===== config.mk =====
export PLATFORM = sky130hd
export DESIGN_NAME = rps_match_ctrl
export DESIGN_NICKNAME = d
export VERILOG_FILES = /design/src/rtl/rps_match_ctrl.sv
export SDC_FILE = /design/constraint.sdc
export NUM_CORES = 1
export LEC_CHECK = 0
export ABC_AREA = 1
export BUFFER_PORTS_ARGS = -buffer_cell sky130_fd_sc_hd__buf_2
export CAP_MARGIN = 20
export CORE_AREA = 2 2 68 70
export DETAILED_ROUTE_END_ITERATION = 10
export DIE_AREA = 0 0 70 72
export SYNTH_ARGS = -nofsm -noshare
export SYNTH_HDL_FRONTEND = slang
export SYNTH_SLANG_ARGS = --single-unit

===== constraint.sdc =====
create_clock -name clk -period 3 [get_ports clk]
set_clock_uncertainty 0.1 [all_clocks]
set_input_delay 0.9 -clock clk [delete_from_list [all_inputs] [get_ports clk]]
set_output_delay 0.9 -clock clk [all_outputs]
set_load 0.01 [all_outputs]

===== src/rtl/rps_match_ctrl.sv =====
// Rock-paper-scissors match sequencer: collects one move per player per round,
// forfeits missing/invalid moves on timeout, keeps score and declares a match winner.
module rps_match_ctrl #(
  parameter int WINS_NEEDED = 3,
  parameter int MAX_ROUNDS  = 7,
  parameter int TIMEOUT     = 100,
  parameter int CNT_W       = 4,
  parameter int TMR_W       = 8
) (
  input  logic             clk,
  input  logic             rst_n,
  input  logic             start,
  input  logic             a_valid,
  input  logic [1:0]       a_move,
  output logic             a_ready,
  input  logic             b_valid,
  input  logic [1:0]       b_move,
  output logic             b_ready,
  output logic             round_done,
  output logic [1:0]       round_result,
  output logic [CNT_W-1:0] score_a,
  output logic [CNT_W-1:0] score_b,
  output logic [CNT_W-1:0] round_cnt,
  output logic             match_done,
  output logic [1:0]       match_winner
);

  typedef enum logic [1:0] {S_IDLE, S_COLLECT, S_JUDGE, S_DONE} state_t;

  localparam logic [TMR_W-1:0] TMR_LAST = TMR_W'(TIMEOUT - 1);
  localparam logic [CNT_W-1:0] WINS_C   = CNT_W'(WINS_NEEDED);
  localparam logic [CNT_W-1:0] ROUNDS_C = CNT_W'(MAX_ROUNDS);

  localparam logic [1:0] MV_ROCK = 2'b11;
  localparam logic [1:0] MV_PAPR = 2'b10;
  localparam logic [1:0] MV_SCIS = 2'b00;
  localparam logic [1:0] MV_BAD  = 2'b01;

  localparam logic [1:0] RES_A   = 2'b01;
  localparam logic [1:0] RES_B   = 2'b10;
  localparam logic [1:0] RES_TIE = 2'b11;

  state_t             state_q, state_d;
  logic               a_got_q, a_got_d, b_got_q, b_got_d;
  logic [1:0]         a_mv_q, a_mv_d, b_mv_q, b_mv_d;
  logic [TMR_W-1:0]   tmr_q, tmr_d;
  logic [CNT_W-1:0]   score_a_q, score_a_d, score_b_q, score_b_d;
  logic [CNT_W-1:0]   round_cnt_q, round_cnt_d;
  logic [1:0]         round_res_q, round_res_d;
  logic               round_done_q, round_done_d;

  logic               a_fire, b_fire;
  logic               a_fair, b_fair;
  logic [1:0]         judge_res;

  function automatic logic beats(input logic [1:0] x, input logic [1:0] y);
    return (x == MV_ROCK && y == MV_SCIS) ||
           (x == MV_SCIS && y == MV_PAPR) ||
           (x == MV_PAPR && y == MV_ROCK);
  endfunction

  assign a_ready = (state_q == S_COLLECT) && !a_got_q;
  assign b_ready = (state_q == S_COLLECT) && !b_got_q;
  assign a_fire  = a_valid && a_ready;
  assign b_fire  = b_valid && b_ready;

  // An absent move and the reserved encoding are both treated as a forfeit.
  assign a_fair = a_got_q && (a_mv_q != MV_BAD);
  assign b_fair = b_got_q && (b_mv_q != MV_BAD);

  always_comb begin
    judge_res = RES_TIE;
    if (!a_fair && !b_fair)     judge_res = RES_TIE;
    else if (!a_fair)           judge_res = RES_B;
    else if (!b_fair)           judge_res = RES_A;
    else if (a_mv_q == b_mv_q)  judge_res = RES_TIE;
    else if (beats(a_mv_q, b_mv_q)) judge_res = RES_A;
    else                        judge_res = RES_B;
  end

  always_comb begin
    state_d      = state_q;
    a_got_d      = a_got_q;
    b_got_d      = b_got_q;
    a_mv_d       = a_mv_q;
    b_mv_d       = b_mv_q;
    tmr_d        = tmr_q;
    score_a_d    = score_a_q;
    score_b_d    = score_b_q;
    round_cnt_d  = round_cnt_q;
    round_res_d  = round_res_q;
    round_done_d = 1'b0;

    unique case (state_q)
      S_IDLE, S_DONE: begin
        if (start) begin
          state_d     = S_COLLECT;
          score_a_d   = '0;
          score_b_d   = '0;
          round_cnt_d = '0;
          round_res_d = 2'b00;
          tmr_d       = '0;
          a_got_d     = 1'b0;
          b_got_d     = 1'b0;
        end
      end

      S_COLLECT: begin
        if (a_fire) begin
          a_got_d = 1'b1;
          a_mv_d  = a_move;
        end
        if (b_fire) begin
          b_got_d = 1'b1;
          b_mv_d  = b_move;
        end
        tmr_d = tmr_q + TMR_W'(1);
        // A capture on the final timer cycle still counts, so test the _d flags.
        if ((a_got_d && b_got_d) || (tmr_q == TMR_LAST)) begin
          state_d = S_JUDGE;
        end
      end

      S_JUDGE: begin
        round_done_d = 1'b1;
        round_res_d  = judge_res;
        round_cnt_d  = round_cnt_q + CNT_W'(1);
        if (judge_res == RES_A) score_a_d = score_a_q + CNT_W'(1);
        if (judge_res == RES_B) score_b_d = score_b_q + CNT_W'(1);
        tmr_d   = '0;
        a_got_d = 1'b0;
        b_got_d = 1'b0;
        a_mv_d  = 2'b00;
        b_mv_d  = 2'b00;
        if (score_a_d == WINS_C || score_b_d == WINS_C || round_cnt_d == ROUNDS_C) begin
          state_d = S_DONE;
        end else begin
          state_d = S_COLLECT;
        end
      end

      default: state_d = S_IDLE;
    endcase
  end

  always_ff @(posedge clk or negedge rst_n) begin
    if (!rst_n) begin
      state_q      <= S_IDLE;
      a_got_q      <= 1'b0;
      b_got_q      <= 1'b0;
      a_mv_q       <= 2'b00;
      b_mv_q       <= 2'b00;
      tmr_q        <= '0;
      score_a_q    <= '0;
      score_b_q    <= '0;
      round_cnt_q  <= '0;
      round_res_q  <= 2'b00;
      round_done_q <= 1'b0;
    end else begin
      state_q      <= state_d;
      a_got_q      <= a_got_d;
      b_got_q      <= b_got_d;
      a_mv_q       <= a_mv_d;
      b_mv_q       <= b_mv_d;
      tmr_q        <= tmr_d;
      score_a_q    <= score_a_d;
      score_b_q    <= score_b_d;
      round_cnt_q  <= round_cnt_d;
      round_res_q  <= round_res_d;
      round_done_q <= round_done_d;
    end
  end

  assign round_done   = round_done_q;
  assign round_result = round_res_q;
  assign score_a      = score_a_q;
  assign score_b      = score_b_q;
  assign round_cnt    = round_cnt_q;
  assign match_done   = (state_q == S_DONE);

  always_comb begin
    match_winner = 2'b00;
    if (state_q == S_DONE) begin
      if (score_a_q > score_b_q)      match_winner = RES_A;
      else if (score_b_q > score_a_q) match_winner = RES_B;
      else                            match_winner = RES_TIE;
    end
  end

endmodule

==> impl_metrics.csv <==
group,metric,value,unit
synth,synth_top_cell_by_area,"dfrtp_1",
hold_path,hp-class,"flop to flop",
grt,antenna_found_initial,0,
routing,routedWlPerCell,12.1,µm
timing,setup_viol,0,
pwr,p_switching,0.000806,W
timing,finalCritPeriodShare,92.7,%
grt,grt_max_degree,32,
worst_setup_path,required,2.00,ns
clock_tree,clkTransAtPathRegs,0.06,ns
worst_setup_path,cp_common_cell,"inv_1",
worst_setup_path,endpoint_kind,"output port",
pwr,ir_drop,447,µV
synth,postSynthAreaPerCell,7.95,µm²
synth,synth_top_area_share,41.7,%
finish,utilization,50.9,%
synth,synth_seq_cells,31,
routing,top_layer_used,"met4",
synth,synth-edff-count,0,
pwr,switching_share,44.5,%
pwr,p_int,0.00101,W
worst_setup_path,path_buf_inv,3,
routing,drc_errors,0,
timing,fmax,360,MHz
worst_setup_path,worstPathArrival,1.78,ns
finish,multiInputGateArea,937,µm²
finish,area_growth_syn_to_layout,16.7,%
clock_tree,htreeDepth,2,
timing,finalHoldViolCount,0,
place,place.gp.congestion,0.771,
clock_tree,cts_buffers,5,
synth,synth_cell_types,30,
floorplanning,row_count,24,
floorplanning,coreArea,4260,µm²
worst_setup_path,crit_family,"flip-flops",
grt,grt_use_total,17.0,%
grt,grt_pass1_vias,1533,
timing,finalCriticalPeriod,2.78,ns
clock_tree,cts_tree,"built",
pwr,pwr-share-comb,47.8,%
finish,register_area,776,µm²
clock_tree,clock-root-buffer,"clkbuf_8",
floorplanning,die_h,72,µm
pwr,cellPowerDensity,834,nW/µm²
worst_setup_path,crit_type,"flop to output port",
routing,wl_met2,1880,µm
routing,ant_nets,0,
place,dp_hpwl,2960,µm
clock_tree,post-cts-setup-buffers,0,
synth,netlist_instances,234,
worst_setup_path,crit_slowest_cell,"dfrtp_1",
synth,syn_area,1860,µm²
worst_setup_path,worst-path-max-fanout,4,
synth,synth_area_leaders,"dfrtp_1, nand2_1, ha_1, inv_1, nand3_1",
synth,synth_commonest_cells,"nand2_1, inv_1, dfrtp_1",
routing,vias_per_cell,4.85,
finish,antennaDiodeCount,0,
clock_tree,clock_path_buffers,2,
run,max_cap_viol_count,0,
floorplanning,pin_count,29,
timing,worstMarginPinSlew,0.716,ns
timing,finalSetupTns,0,ns
routing,dr_wl_met3,119,µm
place,port_buffers,28,
clock_tree,worstSkewPairLatency,0.28,ns
routing,initialDrtViolationCount,77,
synth,synth.most_common_cell,"nand2_1",
finish,layout.cells.non_filler,322,
worst_setup_path,path_cells,"inv_1 > ha_1 > nand2_1 > inv_1 > a221oi_2 > a31oi_1 > nor2_1 > buf_2",
place,dp_cells,314,
worst_setup_path,max_stage_delay,0.39,ns
routing,wl_met1,1860,µm
synth,ys_seq_area_share,41.7,%
grt,grt_overflow_total,0,
floorplanning,start_util,43.6,%
clock_tree,cts.sinks,31,
finish,fin_nets,292,
finish,nFillCells,433,
outcome,status,"complete, no violations",
pwr,clkPwrFrac,18.2,%
synth,yosysWarnings,0,
timing,fin_worst_hold_slack,0.432,ns
synth,syn_nets,256,
finish,drive_gt1_share,19.6,%
synth,synth_flop_cell,"dfrtp_1",
timing,rsz0062_at_grt,"false",
floorplanning,die_x,70,µm
pwr,seq_power_share,34.0,%
synth,ys_async_sr_fraction,100,%
timing,slew_headroom,52.3,%
grt,grt_pass1_wl,6790,µm
routing,wl,3910,µm
timing,report.final.slew_viol_count,0,
routing,drt-pass1-iter-count,4,
pwr,p_leak,1.15,nW
routing,dr_total_vias,1563,
floorplanning,dieArea,5040,µm²
worst_setup_path,cp-start-kind,"flop",
-- routing by layer --
metal | GRT usage [%] | vias up
met5 | 0 | -
met4 | 5.34 | 0
met3 | 5.00 | 5
met2 | 28.0 | 21
met1 | 21.7 | 712
li1 | - | 825
-- registers in the layout, indices dropped and copies added (netlist names) --
register / flops
a_got_q: 1
round_cnt: 4
a_mv_q: 2
b_got_q: 1
score_a: 4
score_b: 4
round_done: 1
round_result: 2
b_mv_q: 2
tmr_q: 8
state_q: 2
-- cell usage in the layout, fill, tap and decap left out, types with 5 or more instances in the layout --
cell type and count:
nor3_1 5, a21oi_1 6, o21ai_0 13, o22ai_1 7, ha_1 13, nand3_1 14, inv_1 36, clkbuf_8 6
buf_2 28, xor2_1 5, nand2_1 52, dfrtp_1 31, nor2_1 18
-- per-stage QoR --
stage / setup slack (ns) / cell area, µm² / total power [W]
global placement: 0.523 / 2070 / 0.00147
global route: 0.0352 / 2170 / 0.00199
floorplan: 0.577 / 1860 / 0.00123
detailed placement: 0.488 / 2070 / 0.00147
finish: 0.220 / 2170 / 0.00181
CTS: 0.171 / 2160 / 0.00181
-- power groups by stage --
stage / clock network (W) / logic, W / registers [W]
global placement: 0 / 0.000843 / 0.000623
finish: 0.000329 / 0.000866 / 0.000616
detailed placement: 0 / 0.000849 / 0.000625
floorplan: 0 / 0.000608 / 0.000622
CTS: 0.000345 / 0.000851 / 0.000618
global route: 0.000358 / 0.000993 / 0.000635
-- worst register-to-register path, cell delays in order, from the launching register on --
cell and delay (ns):
dfrtp_1 0.42, inv_1 0.06, ha_1 0.27, inv_1 0.06
nor2_1 0.37, inv_1 0.19, and3_1 0.20, nand2_1 0.10
nor2_1 0.07, a21oi_1 0.12, nor3_1 0.05
-- final timing paths --
kind | slack, ns | depth (start not counted) | start | end
worst min register to register | 0.43 | 2 | tmr_q[1] | tmr_q[1]
worst min-delay path | 0.43 | 2 | tmr_q[1] | tmr_q[1]
max in group asynchronous | 1.77 | 1 | rst_n | a_mv_q[0]
worst max register to register | 0.85 | 10 | state_q[0] | tmr_q[6]
worst max-delay path | 0.22 | 8 | score_a[3] | match_winner[0]
min in group asynchronous | 0.57 | 1 | rst_n | round_cnt[3]
-- cells by family (layout without fill, tap and decap cells) --
logic type,after synthesis,after routing,share of synthesized area [%]
compound gates,37,37,12.0
simple gates,105,105,26.0
buf+inv,41,77,8.27
xor+xnor,7,7,3.30
fa+ha+maj,13,13,8.74
flops,31,31,41.7
-- area by class of cell --
type                    instances  share of cell area (%)
multi-input cells             162                    43.2
well taps                      52                    3.00
clock buffers                   6                    3.80
clock inverters                 1                   0.231
repair buffers                 30                    7.15
inverters                      40                    6.92
flip-flops and latches         31                    35.7
-- timing repair --
| action | 4_1_cts | 5_1_grt |
|---|---|---|
| endpoints found under the setup margin | 0 | 1 |
| resized for setup | 0 | 1 |
| hold buffers | 0 | 0 |
| endpoints found under the hold margin | 0 | 0 |
Power figures use the tool's default switching activity.
